==> src/rtl/sid_filter_output_path.sv <==
// SID analogue back end: state-variable filter, post-filter mixer with DC offset,
// saturating clipper and 15 kHz one-pole output smoother.
module sid_filter_output_path #(
  parameter int MIXER_DC = -3746,
  parameter int OUT_K    = 6177
) (
  input  logic               clk,
  input  logic               iRst,
  input  logic               clkEn,
  input  logic               iWE,
  input  logic [4:0]         iAddr,
  input  logic [7:0]         iData,
  input  logic               i6581,
  input  logic signed [15:0] iIn,
  input  logic signed [15:0] iBypass,
  output logic signed [15:0] oLP,
  output logic signed [15:0] oBP,
  output logic signed [15:0] oHP,
  output logic signed [15:0] oOut
);

  localparam int unsigned FC_W  = 11;
  localparam int unsigned RES_W = 4;
  localparam int unsigned MOD_W = 3;
  // One guard bit beyond the 18-bit mixer sum so four full-scale terms plus DC never wrap
  localparam int unsigned MIX_W = 19;

  localparam logic [4:0] ADDR_FC_LO = 5'h15;
  localparam logic [4:0] ADDR_FC_HI = 5'h16;
  localparam logic [4:0] ADDR_RES   = 5'h17;
  localparam logic [4:0] ADDR_MODE  = 5'h18;

  localparam logic [15:0] F_MAX = 16'd5130;

  function automatic logic signed [15:0] sat16(input logic signed [31:0] x);
    if (x > 32'sd32767)       sat16 = 16'sh7fff;
    else if (x < -32'sd32768) sat16 = 16'sh8000;
    else                      sat16 = 16'(x);
  endfunction

  logic [FC_W-1:0]    fc_q,   fc_d;
  logic [RES_W-1:0]   res_q,  res_d;
  logic [MOD_W-1:0]   mode_q, mode_d;
  logic signed [15:0] lp_q, lp_d, bp_q, bp_d, hp_q, hp_d;
  logic signed [15:0] mix_q, mix_d;
  logic signed [15:0] y_q, y_d;

  logic [15:0]        cutoff_c, f8580_c, f6581_c;
  logic [15:0]        damp_c;
  logic signed [31:0] bp_damp_c, hp_sum_c, bp_sum_c, lp_sum_c;
  logic signed [MIX_W-1:0] mix_sum_c;
  logic signed [16:0] out_diff_c;
  logic signed [31:0] out_prod_c, y_sum_c;

  // Register bank decode; writes are not gated by the sample enable
  always_comb begin
    fc_d   = fc_q;
    res_d  = res_q;
    mode_d = mode_q;
    if (iWE) begin
      case (iAddr)
        ADDR_FC_LO: fc_d[2:0]  = iData[2:0];
        ADDR_FC_HI: fc_d[10:3] = iData;
        ADDR_RES:   res_d      = iData[7:4];
        ADDR_MODE:  mode_d     = iData[6:4];
        default: ;
      endcase
    end
  end

  // Cutoff curve (Q0.16) and damping (Q1.12)
  always_comb begin
    f8580_c  = {4'b0, fc_q, 1'b0} + {6'b0, fc_q[10:1]} + 16'd13;
    f6581_c  = {5'b0, fc_q} + {6'b0, fc_q[10:1]} + 16'd1300;
    cutoff_c = i6581 ? ((f6581_c > F_MAX) ? F_MAX : f6581_c) : f8580_c;
    damp_c   = 16'd5792 - {4'b0, res_q, 8'b0};
  end

  // State-variable filter step; lp integrates the freshly updated bp
  always_comb begin
    bp_damp_c = 32'(bp_q) * $signed({16'd0, damp_c});
    hp_sum_c  = 32'(iIn) - 32'(lp_q) - (bp_damp_c >>> 12);
    hp_d      = sat16(hp_sum_c);
    bp_sum_c  = 32'(bp_q) + ((32'(hp_d) * $signed({16'd0, cutoff_c})) >>> 16);
    bp_d      = sat16(bp_sum_c);
    lp_sum_c  = 32'(lp_q) + ((32'(bp_d) * $signed({16'd0, cutoff_c})) >>> 16);
    lp_d      = sat16(lp_sum_c);
  end

  // Post-filter mixer and clipper
  always_comb begin
    mix_sum_c = MIX_W'(iBypass) + MIX_W'(MIXER_DC)
              + (mode_q[0] ? MIX_W'(lp_q) : '0)
              + (mode_q[1] ? MIX_W'(bp_q) : '0)
              + (mode_q[2] ? MIX_W'(hp_q) : '0);
    mix_d     = sat16(32'(mix_sum_c));
  end

  // 15 kHz one-pole smoother on the clipped mix
  always_comb begin
    out_diff_c = 17'(mix_q) - 17'(y_q);
    out_prod_c = 32'(out_diff_c) * OUT_K;
    y_sum_c    = 32'(y_q) + (out_prod_c >>> 16);
    y_d        = sat16(y_sum_c);
  end

  always_ff @(posedge clk or negedge iRst) begin
    if (!iRst) begin
      fc_q   <= '0;
      res_q  <= '0;
      mode_q <= '0;
      lp_q   <= '0;
      bp_q   <= '0;
      hp_q   <= '0;
      mix_q  <= '0;
      y_q    <= '0;
    end else begin
      fc_q   <= fc_d;
      res_q  <= res_d;
      mode_q <= mode_d;
      mix_q  <= mix_d;
      if (clkEn) begin
        lp_q <= lp_d;
        bp_q <= bp_d;
        hp_q <= hp_d;
        y_q  <= y_d;
      end
    end
  end

  assign oLP  = lp_q;
  assign oBP  = bp_q;
  assign oHP  = hp_q;
  assign oOut = y_q;

endmodule

==> config.mk <==
export PLATFORM = sky130hd
export DESIGN_NAME = sid_filter_output_path
export DESIGN_NICKNAME = d
export VERILOG_FILES = /design/src/rtl/sid_filter_output_path.sv
export SDC_FILE = /design/constraint.sdc
export NUM_CORES = 2
export LEC_CHECK = 0
export BUFFER_PORTS_ARGS = -buffer_cell sky130_fd_sc_hd__buf_2
export CAP_MARGIN = 20
export CELL_PAD_IN_SITES_DETAIL_PLACEMENT = 0
export CELL_PAD_IN_SITES_GLOBAL_PLACEMENT = 1
export CORE_ASPECT_RATIO = 1.1
export CORE_MARGIN = 3
export CORE_UTILIZATION = 50
export CTS_CLUSTER_SIZE = 8
export DETAILED_ROUTE_END_ITERATION = 8
export GPL_ROUTABILITY_DRIVEN = 0
export HOLD_SLACK_MARGIN = 0.02
export PLACE_DENSITY = 0.88
export SLEW_MARGIN = 20
export SYNTH_ARGS = -nofsm -noshare
export SYNTH_HDL_FRONTEND = slang
export SYNTH_SLANG_ARGS = --single-unit
==> constraint.sdc <==
create_clock -name clk -period 76.8 [get_ports clk]
set_input_delay 15.36 -clock clk [delete_from_list [all_inputs] [get_ports clk]]
set_output_delay 15.36 -clock clk [all_outputs]
set_load 0.005 [all_outputs]
==> summary.md <==
| Metric | Value |
|---|---|
| RSZ-0062 raised after global routing | false |
| Overall Global Routing Usage | 27.3% |
| Commonest non-fill, non-tap cell in the layout | inv_1 |
| Synth Area in Compound Gates | 11.5% |
| Critical path class | input port to flip-flop |
| Post-synthesis simple-gate area fraction | 13.3% |
| Final wirelength | 93100 microns |
| Slowest cell on the critical path | nor2_1 |
| Row Count | 99 |
| Clock skew | 15.0 ps |
| Clock sinks | 98 |
| Largest family of logic cells by synthesized area | adder cells |
| Relative slew slack | 27.8% |
| Type of the worst min-delay path | flip-flop to flip-flop |
| Die area | 70600 sq um |
| Setup bufs post-CTS | 0 |
| Ports | 114 |
| CP arrival | 36580 ps |
| Crit Path Max Fanout | 20 |
| Clk Latency, worst-skew pair | 400 ps |
| Post-Syn Nets | 5038 |
| Fmax | 27.6 MHz |
| Critical Path Sink Type | flip-flop |
| Final setup vio count | 0 |
| Multiplexer share of the synthesized area | 0.786% |
| Via count | 26600 |
| First-pass GRT wire length | 149000 microns |
| Status | finished clean |
| Antenna Nets Post-Route | 0 |
| CP required | 77140 ps |
| Max clock buf depth | 2 |
| Synth unique cells | 72 |
| Wire length per cell | 19.1 microns |
| Slowest stage delay, CP | 720 ps |
| Synthesis-stage register bit count | 98 |
| Syn Inst Count | 3928 |
| Number of CTS-inserted buffers | 9 |
| Post-synthesis sequential area ratio | 7.27% |
| RR Endpoint | oLP[8] |
| Fin nets | 5123 |
| DRC | 0 |
| Initial DRC Count | 1914 |
| Fillers | 6203 |
| Post-synth EDFFs | 0 |
| CTS tree | done |
| Core region area | 66500 sq um |
| Initial antenna violation count | 9 |
| Vias in the first global route | 27000 |
| Fin. Hold Viols | 0 |
| Area growth syn-to-layout | 6.24% |
| R2r setup slk | 49060 ps |
| Critical path origin | iIn[0] |
| Initial Utilization | 50.7% |
| Die W | 254 microns |
| Commonest non-fill, non-tap cells in the layout | inv_1 (883), fa_1 (562), ha_1 (498), nor2_1 (365), nand2_1 (346) |
| Sum Neg Setup Slack | 0 ps |
| Die H | 278 microns |
| Xor/xnor share of the synthesized area | 4.57% |
| FF-to-FF Start | res_q[0] |
| 1st-pass router iterations | 7 |
| Largest net degree at the start of global routing | 82 |
| Crit-path most repeated cell | fa_1 |
| Slew Viols, Final | 0 |
| Leading register cell type out of synthesis | dfrtp_1 |
| Post-Synth Adder-Cell Area | 51.9% |
| Reg clk slew, reported paths | 90 ps |
| Congestion Overflow GR | 0 |
| Mean Syn Cell Area | 8.59 sq um |
| FF-to-FF path depth | 97 |
| Root buf cell | clkbuf_16 |
| DP Wirelength | 77800 microns |
| H-tree depth | 3 |
| Startpoint Class | input port |
| Ys Warns | 0 |
| Post_cts resized | 0 |
| Layout cells sized above 1 | 5.90% |
| Cts hold-fix bufs | 0 |
| DR vias/cell | 5.46 |
| CP Capture Point | oLP[8] |
| Period utilization | 47.2% |
| Synthesized area | 33700 sq um |
| Maxcap violations | 0 |
| Asr flop ratio synth | 100% |
| I/O Buffers | 113 |
| Worst-Margin Slew | 1070 ps |
| Final min period | 36240 ps |
| Hold Startpoint | oHP[1] |
critical path, delay by kind of cell:
| family | cells | cell delay (ps) |
|---|---|---|
| buffers and inverters | 14 | 1130 |
| adder cells (fa/ha/maj) | 19 | 8510 |
| AO/OA/AOI/OAI | 26 | 7460 |
| AND/OR/NAND/NOR | 15 | 3320 |
| XOR/XNOR | 4 | 790 |
cell families after synthesis:
family | count (synthesis)
adder cells (fa/ha/maj) | 1061
XOR/XNOR | 176
multiplexers | 23
AO/OA/AOI/OAI | 594
flip-flops | 98
buffers and inverters | 970
AND/OR/NAND/NOR | 1006
metrics by stage:
stage / instances / utilization [%] / area, sq um / hold slack [ps] / setup slack (ps)
floorplan: 3928 / - / 33700 / 487 / 42930
global placement: 4859 / 53.3 / 35500 / 540 / 40420
detailed placement: 4859 / 53.3 / 35500 / 542 / 40240
CTS: 4875 / 53.8 / 35800 / 558 / 40580
global route: 4878 / 53.9 / 35800 / 575 / 39030
finish: 4881 / 53.9 / 35800 / 562 / 40560
worst min-delay path by stage:
stage	endpoint	depth (start not counted)	slack [ps]
6_report	oHP[1]	2	560
5_1_grt	oHP[1]	2	570
4_1_cts	oHP[1]	2	560
3_5_place_dp	oHP[1]	2	540
3_3_place_gp	oHP[1]	2	540
2_1_floorplan	oHP[1]	2	490
routing by layer:
metal | track usage (%) | vias to the layer above | part of all wire, %
li1 | - | 12600 | -
met1 | 35.3 | 13000 | 41
met2 | 43.8 | 857 | 45
met3 | 4.94 | 211 | 7.4
met4 | 14.4 | 8 | 6.5
met5 | 0 | - | 0.054
final cells by class:
| class | instances | area [sq um] | area share (%) |
|---|---|---|---|
| inverters | 883 | 3310 | 9.25 |
| clock inverters | 6 | 77.6 | 0.216 |
| flip-flops and latches | 98 | 2450 | 6.84 |
| diodes | 5 | 12.5 | 0.0349 |
| repair buffers | 161 | 935 | 2.61 |
| clock buffers | 10 | 239 | 0.667 |
| multi-input cells | 2860 | 27700 | 77.4 |
| well taps | 858 | 1070 | 3.00 |
state kept, by name (all words and copies together) (netlist names):
register and count:
fc_q 11, mix_q 16, mode_q 3, oBP 16, oHP 16, oLP 16
oOut 16, res_q 4
synth_stat cells (18+ instances only):
master / instances / area [sq um]
mux2_2: 18 / 203
inv_1: 883 / 3310
fa_1: 562 / 11300
xnor2_1: 116 / 1020
nor3_1: 39 / 195
nand2b_1: 37 / 231
and2_1: 77 / 482
o21a_1: 34 / 255
nand2_1: 346 / 1300
xor2_1: 60 / 526
clkbuf_1: 84 / 315
nor2_1: 366 / 1370
a21oi_1: 182 / 911
nand3_1: 33 / 165
and3_1: 20 / 125
o21ai_0: 104 / 521
dfrtp_1: 98 / 2450
nor2b_1: 40 / 250
ha_1: 498 / 6230
a21o_1: 86 / 646
Power is not shown: default switching activity piles up to over one toggle a cycle in this logic, so the estimate is an artifact.
